### src/rtl/m_pixel_fifo_pkg.sv
// Shared pixel definitions: screen geometry, field widths and the packed
// {x,y,color} word stored in the pixel FIFO.
package m_pixel_fifo_pkg;

   localparam int SCREEN_W = 160;
   localparam int SCREEN_H = 120;
   localparam int X_W      = 8;
   localparam int Y_W      = 7;
   localparam int COLOR_W  = 12;
   localparam int PIX_W    = X_W + Y_W + COLOR_W;

   typedef struct packed {
      logic [X_W-1:0]     x;
      logic [Y_W-1:0]     y;
      logic [COLOR_W-1:0] color;
   } pixel_t;

   // True when the coordinate lies on the visible screen.
   function automatic logic on_screen(input logic [X_W-1:0] x, input logic [Y_W-1:0] y);
      return (x < X_W'(SCREEN_W)) && (y < Y_W'(SCREEN_H));
   endfunction

endpackage

### src/rtl/m_pixel_fifo_if.sv
// Pixel FIFO bus: renderer write side, VGA adapter plot side and status.
// master = renderer/adapter/test side, slave = the FIFO itself.
interface m_pixel_fifo_if #(
   parameter int DEPTH = 16
);
   import m_pixel_fifo_pkg::*;

   logic                     flush;
   logic                     in_valid;
   logic [X_W-1:0]           in_x;
   logic [Y_W-1:0]           in_y;
   logic [COLOR_W-1:0]       in_color;
   logic                     in_ready;
   logic                     out_ready;
   logic [X_W-1:0]           VGA_X;
   logic [Y_W-1:0]           VGA_Y;
   logic [COLOR_W-1:0]       VGA_COLOR;
   logic                     VGA_PLOT;
   logic                     overflow;
   logic [$clog2(DEPTH):0]   level;

   modport master (
      output flush, in_valid, in_x, in_y, in_color, out_ready,
      input  in_ready, VGA_X, VGA_Y, VGA_COLOR, VGA_PLOT, overflow, level
   );

   modport slave (
      input  flush, in_valid, in_x, in_y, in_color, out_ready,
      output in_ready, VGA_X, VGA_Y, VGA_COLOR, VGA_PLOT, overflow, level
   );

endinterface

### src/rtl/m_pixel_fifo_ram.sv
// DEPTH x pixel simple dual-port RAM with a registered read port.
// The read register only loads on re_i, so it also serves as the
// hold-last-value VGA output stage of the FIFO.
module m_pixel_fifo_ram
   import m_pixel_fifo_pkg::*;
#(
   parameter int DEPTH = 16
) (
   input  logic                     clock,
   input  logic                     resetn,
   input  logic                     we_i,
   input  logic [$clog2(DEPTH)-1:0] waddr_i,
   input  pixel_t                   wdata_i,
   input  logic                     re_i,
   input  logic [$clog2(DEPTH)-1:0] raddr_i,
   output pixel_t                   rdata_o
);

   pixel_t mem_q [DEPTH];
   pixel_t rdata_q;

   // Write port: storage array, no reset so it can map to block RAM.
   always_ff @(posedge clock) begin
      if (we_i) mem_q[waddr_i] <= wdata_i;
   end

   // Read port: registered, loads only on a pop and holds otherwise.
   always_ff @(posedge clock or negedge resetn) begin
      if (!resetn)   rdata_q <= '0;
      else if (re_i) rdata_q <= mem_q[raddr_i];
   end

   assign rdata_o = rdata_q;

endmodule

### src/rtl/m_pixel_fifo.sv
// Elastic pixel-write buffer between the renderer and the VGA write port.
// Optional build macro PIXEL_CLIP_EN: off-screen writes are discarded at
// the input without consuming an entry or setting overflow.
module m_pixel_fifo
   import m_pixel_fifo_pkg::*;
#(
   parameter int DEPTH        = 16,
   parameter int AFULL_MARGIN = 3
) (
   input  logic         clock,
   input  logic         resetn,
   m_pixel_fifo_if.slave pix
);

   localparam int AW = $clog2(DEPTH);
   localparam int CW = AW + 1;

   logic [AW-1:0] wr_ptr_q, wr_ptr_d;
   logic [AW-1:0] rd_ptr_q, rd_ptr_d;
   logic [CW-1:0] count_q, count_d;
   logic          overflow_q, overflow_d;
   logic          in_ready_q, in_ready_d;
   logic          plot_q, plot_d;

   logic   full, empty, accept, push, pop;
   pixel_t wdata, rdata;

   assign full  = (count_q == CW'(DEPTH));
   assign empty = (count_q == '0);

`ifdef PIXEL_CLIP_EN
   assign accept = pix.in_valid && on_screen(pix.in_x, pix.in_y);
`else
   assign accept = pix.in_valid;
`endif

   // Flush wins over both ports; full is judged on the pre-edge count.
   assign push = accept && !full && !pix.flush;
   assign pop  = pix.out_ready && !empty && !pix.flush;

   assign wdata = '{x: pix.in_x, y: pix.in_y, color: pix.in_color};

   // Next-state for pointers, occupancy, sticky overflow, throttle and strobe.
   always_comb begin
      wr_ptr_d   = wr_ptr_q;
      rd_ptr_d   = rd_ptr_q;
      count_d    = count_q;
      overflow_d = overflow_q;
      plot_d     = 1'b0;
      if (pix.flush) begin
         wr_ptr_d   = '0;
         rd_ptr_d   = '0;
         count_d    = '0;
         overflow_d = 1'b0;
      end else begin
         if (push) wr_ptr_d = wr_ptr_q + AW'(1);
         if (pop)  rd_ptr_d = rd_ptr_q + AW'(1);
         case ({push, pop})
            2'b10:   count_d = count_q + CW'(1);
            2'b01:   count_d = count_q - CW'(1);
            default: count_d = count_q;
         endcase
         if (accept && full) overflow_d = 1'b1;
         plot_d = pop;
      end
      // Throttle follows the new occupancy so it drops in the same cycle level hits the mark.
      in_ready_d = (count_d < CW'(DEPTH - AFULL_MARGIN));
   end

   // State registers.
   always_ff @(posedge clock or negedge resetn) begin
      if (!resetn) begin
         wr_ptr_q   <= '0;
         rd_ptr_q   <= '0;
         count_q    <= '0;
         overflow_q <= 1'b0;
         in_ready_q <= 1'b0;
         plot_q     <= 1'b0;
      end else begin
         wr_ptr_q   <= wr_ptr_d;
         rd_ptr_q   <= rd_ptr_d;
         count_q    <= count_d;
         overflow_q <= overflow_d;
         in_ready_q <= in_ready_d;
         plot_q     <= plot_d;
      end
   end

   m_pixel_fifo_ram #(
      .DEPTH (DEPTH)
   ) u_ram (
      .clock   (clock),
      .resetn  (resetn),
      .we_i    (push),
      .waddr_i (wr_ptr_q),
      .wdata_i (wdata),
      .re_i    (pop),
      .raddr_i (rd_ptr_q),
      .rdata_o (rdata)
   );

   assign pix.VGA_X     = rdata.x;
   assign pix.VGA_Y     = rdata.y;
   assign pix.VGA_COLOR = rdata.color;
   assign pix.VGA_PLOT  = plot_q;
   assign pix.overflow  = overflow_q;
   assign pix.in_ready  = in_ready_q;
   assign pix.level     = count_q;

endmodule

### src/flat_wrapper.sv
// flat-port wrapper written by rule: the top's interface ports become plain ports
module m_pixel_fifo_flat import m_pixel_fifo_pkg::*;
#(
   parameter int DEPTH        = 16,
   parameter int AFULL_MARGIN = 3
)
  (clock, resetn, pix_flush, pix_in_valid, pix_in_x, pix_in_y, pix_in_color, pix_out_ready, pix_in_ready, pix_VGA_X, pix_VGA_Y, pix_VGA_COLOR, pix_VGA_PLOT, pix_overflow, pix_level);
  m_pixel_fifo_if #(.DEPTH(DEPTH)) pix_i ();
  input  logic clock;
  input  logic resetn;
  input wire logic [$bits(pix_i.flush)-1:0] pix_flush;
  input wire logic [$bits(pix_i.in_valid)-1:0] pix_in_valid;
  input wire logic [$bits(pix_i.in_x)-1:0] pix_in_x;
  input wire logic [$bits(pix_i.in_y)-1:0] pix_in_y;
  input wire logic [$bits(pix_i.in_color)-1:0] pix_in_color;
  input wire logic [$bits(pix_i.out_ready)-1:0] pix_out_ready;
  output wire logic [$bits(pix_i.in_ready)-1:0] pix_in_ready;
  output wire logic [$bits(pix_i.VGA_X)-1:0] pix_VGA_X;
  output wire logic [$bits(pix_i.VGA_Y)-1:0] pix_VGA_Y;
  output wire logic [$bits(pix_i.VGA_COLOR)-1:0] pix_VGA_COLOR;
  output wire logic [$bits(pix_i.VGA_PLOT)-1:0] pix_VGA_PLOT;
  output wire logic [$bits(pix_i.overflow)-1:0] pix_overflow;
  output wire logic [$bits(pix_i.level)-1:0] pix_level;
  assign pix_i.flush = pix_flush;
  assign pix_i.in_valid = pix_in_valid;
  assign pix_i.in_x = pix_in_x;
  assign pix_i.in_y = pix_in_y;
  assign pix_i.in_color = pix_in_color;
  assign pix_i.out_ready = pix_out_ready;
  assign pix_in_ready = pix_i.in_ready;
  assign pix_VGA_X = pix_i.VGA_X;
  assign pix_VGA_Y = pix_i.VGA_Y;
  assign pix_VGA_COLOR = pix_i.VGA_COLOR;
  assign pix_VGA_PLOT = pix_i.VGA_PLOT;
  assign pix_overflow = pix_i.overflow;
  assign pix_level = pix_i.level;
  m_pixel_fifo #(.DEPTH(DEPTH), .AFULL_MARGIN(AFULL_MARGIN)) u_core (.clock(clock), .resetn(resetn), .pix(pix_i));
endmodule
### config.mk
export PLATFORM = sky130hd
export DESIGN_NAME = m_pixel_fifo_flat
export DESIGN_NICKNAME = d
export VERILOG_FILES = /design/src/rtl/m_pixel_fifo_pkg.sv /design/src/rtl/m_pixel_fifo_if.sv /design/src/rtl/m_pixel_fifo_ram.sv /design/src/rtl/m_pixel_fifo.sv /design/src/flat_wrapper.sv
export SDC_FILE = /design/constraint.sdc
export NUM_CORES = 1
export LEC_CHECK = 0
export BUFFER_PORTS_ARGS = -buffer_cell sky130_fd_sc_hd__buf_4
export CORE_MARGIN = 8
export CORE_UTILIZATION = 50
export DETAILED_ROUTE_END_ITERATION = 12
export PLACE_DENSITY = 0.75
export SLEW_MARGIN = 20
export SYNTH_ARGS = -nofsm -noshare
export SYNTH_HDL_FRONTEND = slang
export SYNTH_SLANG_ARGS = --single-unit
### constraint.sdc
create_clock -name clock -period 3.3 [get_ports clock]
set_input_delay 0.165 -clock clock [delete_from_list [all_inputs] [get_ports clock]]
set_output_delay 0.165 -clock clock [all_outputs]
set_load 0.01 [all_outputs]
# [Word-level counts from Yosys, hierarchy flattened]
# Memory sizes are Yosys's and may differ from the RTL's. A register that Yosys moved wholly into a read port is not among the register bits.
# Index checks and enable logic that the tools add are counted.
[word_totals] output_inout_bits=35 inputBits=32 ramBits=432 ff_bits=16 n_memories=1
[mem_list] memory="u_core.u_ram.mem_q" words=16 width=27 read_ports=1 rd_clocked_by_memory_dff=1 wr=1 line_no="m_pixel_fifo_ram.sv:19" source="pixel_t mem_q [DEPTH];"
[op_classes] n_addsub=4 n_lt_le_gt_ge=1 reduce_logical=13 n_eq_ne=3 mux=11
[op_table] op="two-way mux 4 bit" n=4
[op_table] op="case mux 5 bit (2 select lines)" n=1
[op_table] op="adder 4 x 1 -> 4 bit, second input constant" n=2
[op_table] op="nonzero test 2 bit" n=3
[op_table] op="adder 5 x 1 -> 5 bit, second input constant" n=1
[op_table] op="equality test 5 bit, second input constant" n=1
[op_table] op="logical AND 1 bit" n=5
[op_table] op="zero test 5 bit" n=1
[op_table] op="< comparator 5 x 4 -> 1 bit, second input constant" n=1
[op_table] op="two-way mux 1 bit" n=5
[op_table] op="two-way mux 5 bit" n=1
[op_table] op="subtractor 5 x 1 -> 5 bit, second input constant" n=1
[op_table] op="zero test 1 bit" n=4
[op_table] op="equality test 2 x 1 -> 1 bit, second input constant" n=1
[op_table] op="equality test 2 bit, second input constant" n=1

# [Logic depth before layout (Yosys ltp)]
[depth] depth_word=8 ltp_mapped=11 depth_no_buf=10

# [Modules after synthesis]
# Synthesis repeated with hierarchy kept, for this count alone.
[unflattened] hier_cells=838 hier_area_um2=18510.3
[by_module_without_submodules] module="m_pixel_fifo_ram" cells_each=743 seq_area_each_um2=13648.1 area_each_um2=17544.3 n_inst=1
[by_module_without_submodules] module="m_pixel_fifo" cells_each=95 seq_area_each_um2=400.4 area_each_um2=965.9 n_inst=1

# [Worst setup path before layout]
# No wires, ideal clock.
[synth_path] path_kind="reg2reg" startpoint="register u_core.count_q[0], in the netlist u_core.pix.level[0]" endpoint="memory u_core.u_ram.mem_q[8][0] in the netlist's numbering (enable)" path_stages_with_launch=5 t_arrival_ns=3.013 setup_time_ns=0.445 path_slack_ns=-0.158 n_path_buf=0 path_cell_list="dfrtp_1 > nor4_2 > a21boi_1 > nand3b_1 > nor3_1"
[synth_between] elab_chain_len=6
[synth_rtl] element="start: declaration" line_no="m_pixel_fifo.sv:20" source="logic [CW-1:0] count_q, count_d;"
[synth_rtl] element="start signal: assignment" line_no="m_pixel_fifo.sv:82" source="count_q <= count_d;"
[synth_rtl] element="equality test 5 bit" line_no="m_pixel_fifo.sv:28" source="assign full = (count_q == CW'(DEPTH));"
[synth_rtl] element="zero test 1 bit" line_no="m_pixel_fifo.sv:38" source="assign push = accept && !full && !pix.flush;"
[synth_rtl] element="logical AND 1 bit (2 in a row)" line_no="m_pixel_fifo.sv:38"
[synth_rtl] element="two-way mux 1 bit" line_no="m_pixel_fifo_ram.sv:24" source="if (we_i) mem_q[waddr_i] <= wdata_i;"
[synth_rtl] element="two-way mux 1 bit (implied by the code)" line_no="m_pixel_fifo_ram.sv:24"
[synth_rtl] element="end: declaration" line_no="m_pixel_fifo_ram.sv:19"
# No other way between the ends.

# [Worst setup path in the final report]
[layout_path] startpoint="register u_core.count_q[1], in the netlist u_core.pix.level[1]" endpoint="register u_core.in_ready_q, in the netlist u_core.pix.in_ready"
[layout_between] elab_chain_len=8 elab_cells_between_ends=15 cone_classes="add/sub: 2; order compare: 1; eq/ne: 3; mux: 2; reduce/logical: 7"
[layout_rtl] element="equality test 5 bit or zero test 5 bit (tied branches)" line_no="m_pixel_fifo.sv:28, m_pixel_fifo.sv:29"
[layout_rtl] element="zero test 1 bit (on tied branches)" line_no="m_pixel_fifo.sv:38, m_pixel_fifo.sv:39"
[layout_rtl] element="logical AND 1 bit (on tied branches) (2 in a row)" line_no="m_pixel_fifo.sv:38, m_pixel_fifo.sv:39"
[layout_rtl] element="equality test 2 x 1 -> 1 bit or equality test 2 bit (tied branches)" line_no="m_pixel_fifo.sv:58" source="case ({push, pop})"
[layout_rtl] element="case mux 5 bit (2 select lines) *" line_no="m_pixel_fifo.sv:58"
[layout_rtl] element="two-way mux 5 bit *" line_no="m_pixel_fifo.sv:50" source="if (pix.flush) begin"
[layout_rtl] element="< comparator 5 x 4 -> 1 bit *" line_no="m_pixel_fifo.sv:67" source="in_ready_d = (count_d < CW'(DEPTH - AFULL_MARGIN));"
[layout_rtl] element="via u_core.in_ready_d" line_no="m_pixel_fifo.sv:22" source="logic in_ready_q, in_ready_d;"
[layout_rtl] element="end signal: assignment" line_no="m_pixel_fifo.sv:84" source="in_ready_q <= in_ready_d;"
[layout_rtl] element="end: declaration" line_no="m_pixel_fifo.sv:22"
# The timed path passes the listed nets; every way through them passes the cells marked *.
# A chain may end at the register's enable or synchronous reset.

==> flow_metrics.tcl <==
set metrics [dict create \
    path_clk_slew_ns 0.06 \
    clock_sinks 475 \
    ir_worst_vdd_mv 0.371 \
    synth_edf_count 432 \
    fmax_mhz 344 \
    yosysMostFrequentCell "edfxtp_1" \
    postCtsSetupBuffers 0 \
    setup_violations 0 \
    grt_antenna_before_repair 1 \
    initial_utilization 0.502 \
    die_area_mm2 0.0427 \
    ys_warn_count 0 \
    final_area_mm2 0.0212 \
    syn_nets 883 \
    rsz0062_at_grt "false" \
    ios 67 \
    multi_input_area_mm2 0.00399 \
    drive_above_1_share 0.318 \
    dp_cells 1359 \
    dr.pass1.iters 5 \
    grt_pass1_vias 9209 \
    grt_pass1_wl_um 57100 \
    drt_first_iter_violations 853 \
    wl_per_cell_um 25.8 \
    cp-end-kind "register" \
    finalSetupTns_ns 0 \
    finalWorstPathRequiredPeriod_ns 2.91 \
    synth.area.top_cells "edfxtp_1 (71%), mux4_2 (13%), dfrtp_1 (5.9%), o22ai_1 (1.9%), mux2_2 (1.7%)" \
    swShare 0.227 \
    drc 0 \
    synth_top_area_frac 0.713 \
    seqCellArea_mm2 0.0141 \
    required_ns 3.68 \
    portBuffers 66 \
    fp.dieH_um 207 \
    synth_area_mm2 0.0182 \
    crit_path_start_kind "register" \
    cts_buffers 46 \
    wl_um 38100 \
    grt_max_degree 56 \
    synth_area_per_cell_um2 21.6 \
    gp_congestion 0.785 \
    grt_usage 0.181 \
    drv_slew 0 \
    power_frac_comb 0.104 \
    synth_cell_types 46 \
    fillers 2573 \
    core_area_mm2 0.0363 \
    vias_per_cell 6.03 \
    htree_levels 2 \
    ys_seq_area_frac 0.772 \
    cts_tree "done" \
    p_per_area_mw_per_mm2 624 \
    worstPathArrival_ns 3.30 \
    drtAntennaViolNets 0 \
    worst_pin_slew_ns 0.929 \
    p_clk_frac 0.370 \
    max_slew_margin 0.381 \
    synth_flop_cell "edfxtp_1" \
    dpl_cell_area_mm2 0.0195 \
    grt_remaining_overflow 0 \
    row_count 70 \
    final_hold_viol_count 0 \
    ys_ff_latch 475 \
    seqPwrFrac 0.525 \
    dieWidth_um 207 \
    internal_power_mw 10.2 \
    cts_root_buf "clkbuf_16" \
    outcome "finished, final reports clean" \
    fin_cells 1475 \
    p_leak_nw 6.80 \
    clk_latency_ns 0.55 \
    crit_fanout 6 \
    async_flop_share 0.0905 \
    period_share 0.882 \
    syn_to_final_growth_pct 16.7 \
    hold_class "primary input to register" \
    maxCapViolCount 0 \
    p_sw_mw 3.01 \
    finalNetCount 1012 \
    fin_skew_ns 0.0202 \
    clock_path_buffers 3 \
    dp_hpwl_um 20300 \
    synthCells 841 \
    critPathKind "register to register" \
    yosys-top-cells-count "edfxtp_1 (432), mux4_2 (108), o22ai_1 (55)" \
    vias 8901 \
    fin_util 0.586 \
    synth_top_area_cell "edfxtp_1" \
]
[cell type report]
| cell class | count | share of cell area |
|---|---|---|
| inverters | 9 | 0.00159 |
| repair buffers | 126 | 0.0543 |
| flip-flops and latches | 475 | 0.662 |
| well taps | 468 | 0.0276 |
| multi-input cells | 312 | 0.188 |
| clock inverters | 16 | 0.00383 |
| diodes | 1 | 0.000118 |
| clock buffers | 68 | 0.0629 |
[timing repair]
item,CTS,global route
resized for setup,0,0
setup endpoints to repair,0,0
hold buffers,30,0
endpoints found under the hold margin,487,0
[state kept, by name, indices dropped and copies added (netlist names)]
signal	cells
u_core.pix.VGA_PLOT	1
u_core.u_ram.rdata_o	27
u_core.pix.overflow	1
u_core.u_ram.mem_q	432
u_core.wr_ptr_q	4
u_core.rd_ptr_q	4
u_core.pix.in_ready	1
u_core.pix.level	5
[layout by cell type (no fill, tap or decap), types with 2 or more instances in the layout]
cell,count
a21o_1,2
a21oi_1,29
a31oi_1,2
and3_1,2
buf_12,9
buf_4,86
clkbuf_1,13
clkbuf_16,47
clkbuf_8,8
clkinv_1,5
clkinv_2,9
dfrtp_1,41
dfrtp_4,2
dlygate4sd3_1,30
edfxtp_1,432
ha_1,9
inv_1,9
inv_6,2
mux2_2,27
mux2i_1,3
mux4_2,108
nand2_1,3
nand2b_1,2
nand3b_1,4
nor2_1,17
nor2_4,14
nor3_2,2
o211ai_1,3
o22ai_1,55
or3_1,2
xnor2_1,4
xor2_1,4
[power by group through the flow]
stage                     logic (mW)  clock network [mW]  registers (mW)
after floorplan                0.671                   0            7.10
after global placement          1.33                   0            7.08
after detailed placement        1.36                   0            7.08
after CTS                       1.40                4.96            6.97
after global routing            1.49                5.17            6.99
final                           1.38                4.90            6.96
[worst max-delay path, stage by stage, from the launching register on]
cell and delay (ns):
dfrtp_1 0.45, nor4_2 0.30, buf_4 0.18, a21boi_1 0.09, nand2b_1 0.10, ha_1 0.25, inv_1 0.10, fa_1 0.41
nor2b_1 0.16, o22ai_1 0.11, a2111oi_0 0.52, a221oi_1 0.09
[routing by layer]
layer / vias to the layer above / global-route usage / wire [um]
met2: 328 / 0.296 / 18700
met4: 0 / 0.0549 / 893
li1: 3784 / - / -
met5: - / 0 / 0
met3: 70 / 0.0314 / 2400
met1: 4719 / 0.249 / 16100
[final timing paths]
| path | depth (start not counted) | slack, ns | from | end |
|---|---|---|---|---|
| max | 11 | 0.39 | u_core.pix.level[1] | u_core.pix.in_ready |
| min in group asynchronous | 2 | 0.23 | resetn | u_core.u_ram.rdata_o[1] |
| max in group asynchronous | 2 | 2.49 | resetn | u_core.rd_ptr_q[3] |
| min | 4 | 0.03 | pix_out_ready | u_core.rd_ptr_q[3] |
| max reg2reg | 11 | 0.39 | u_core.pix.level[1] | u_core.pix.in_ready |
| min reg2reg | 2 | 0.57 | u_core.pix.overflow | u_core.pix.overflow |
[cells by family after synthesis]
kind of cell             share of synthesized area
adder cells (fa/ha/maj)                    0.00729
buffers and inverters                       0.0155
flip-flops                                   0.772
multiplexers                                 0.152
AO/OA/AOI/OAI                               0.0347
AND/OR/NAND/NOR                             0.0146
XOR/XNOR                                   0.00385
[stage by stage]
step / power, mW / setup WS [ns] / hold slack [ns]
floorplan: 7.77 / -0.158 / -0.131
global placement: 8.41 / 0.442 / 0.286
detailed placement: 8.44 / 0.403 / 0.280
CTS: 13.3 / 0.377 / 0.0297
global route: 13.6 / 0.0286 / 0.0470
finish: 13.2 / 0.389 / 0.0294
Power figures use the tool's default switching activity.
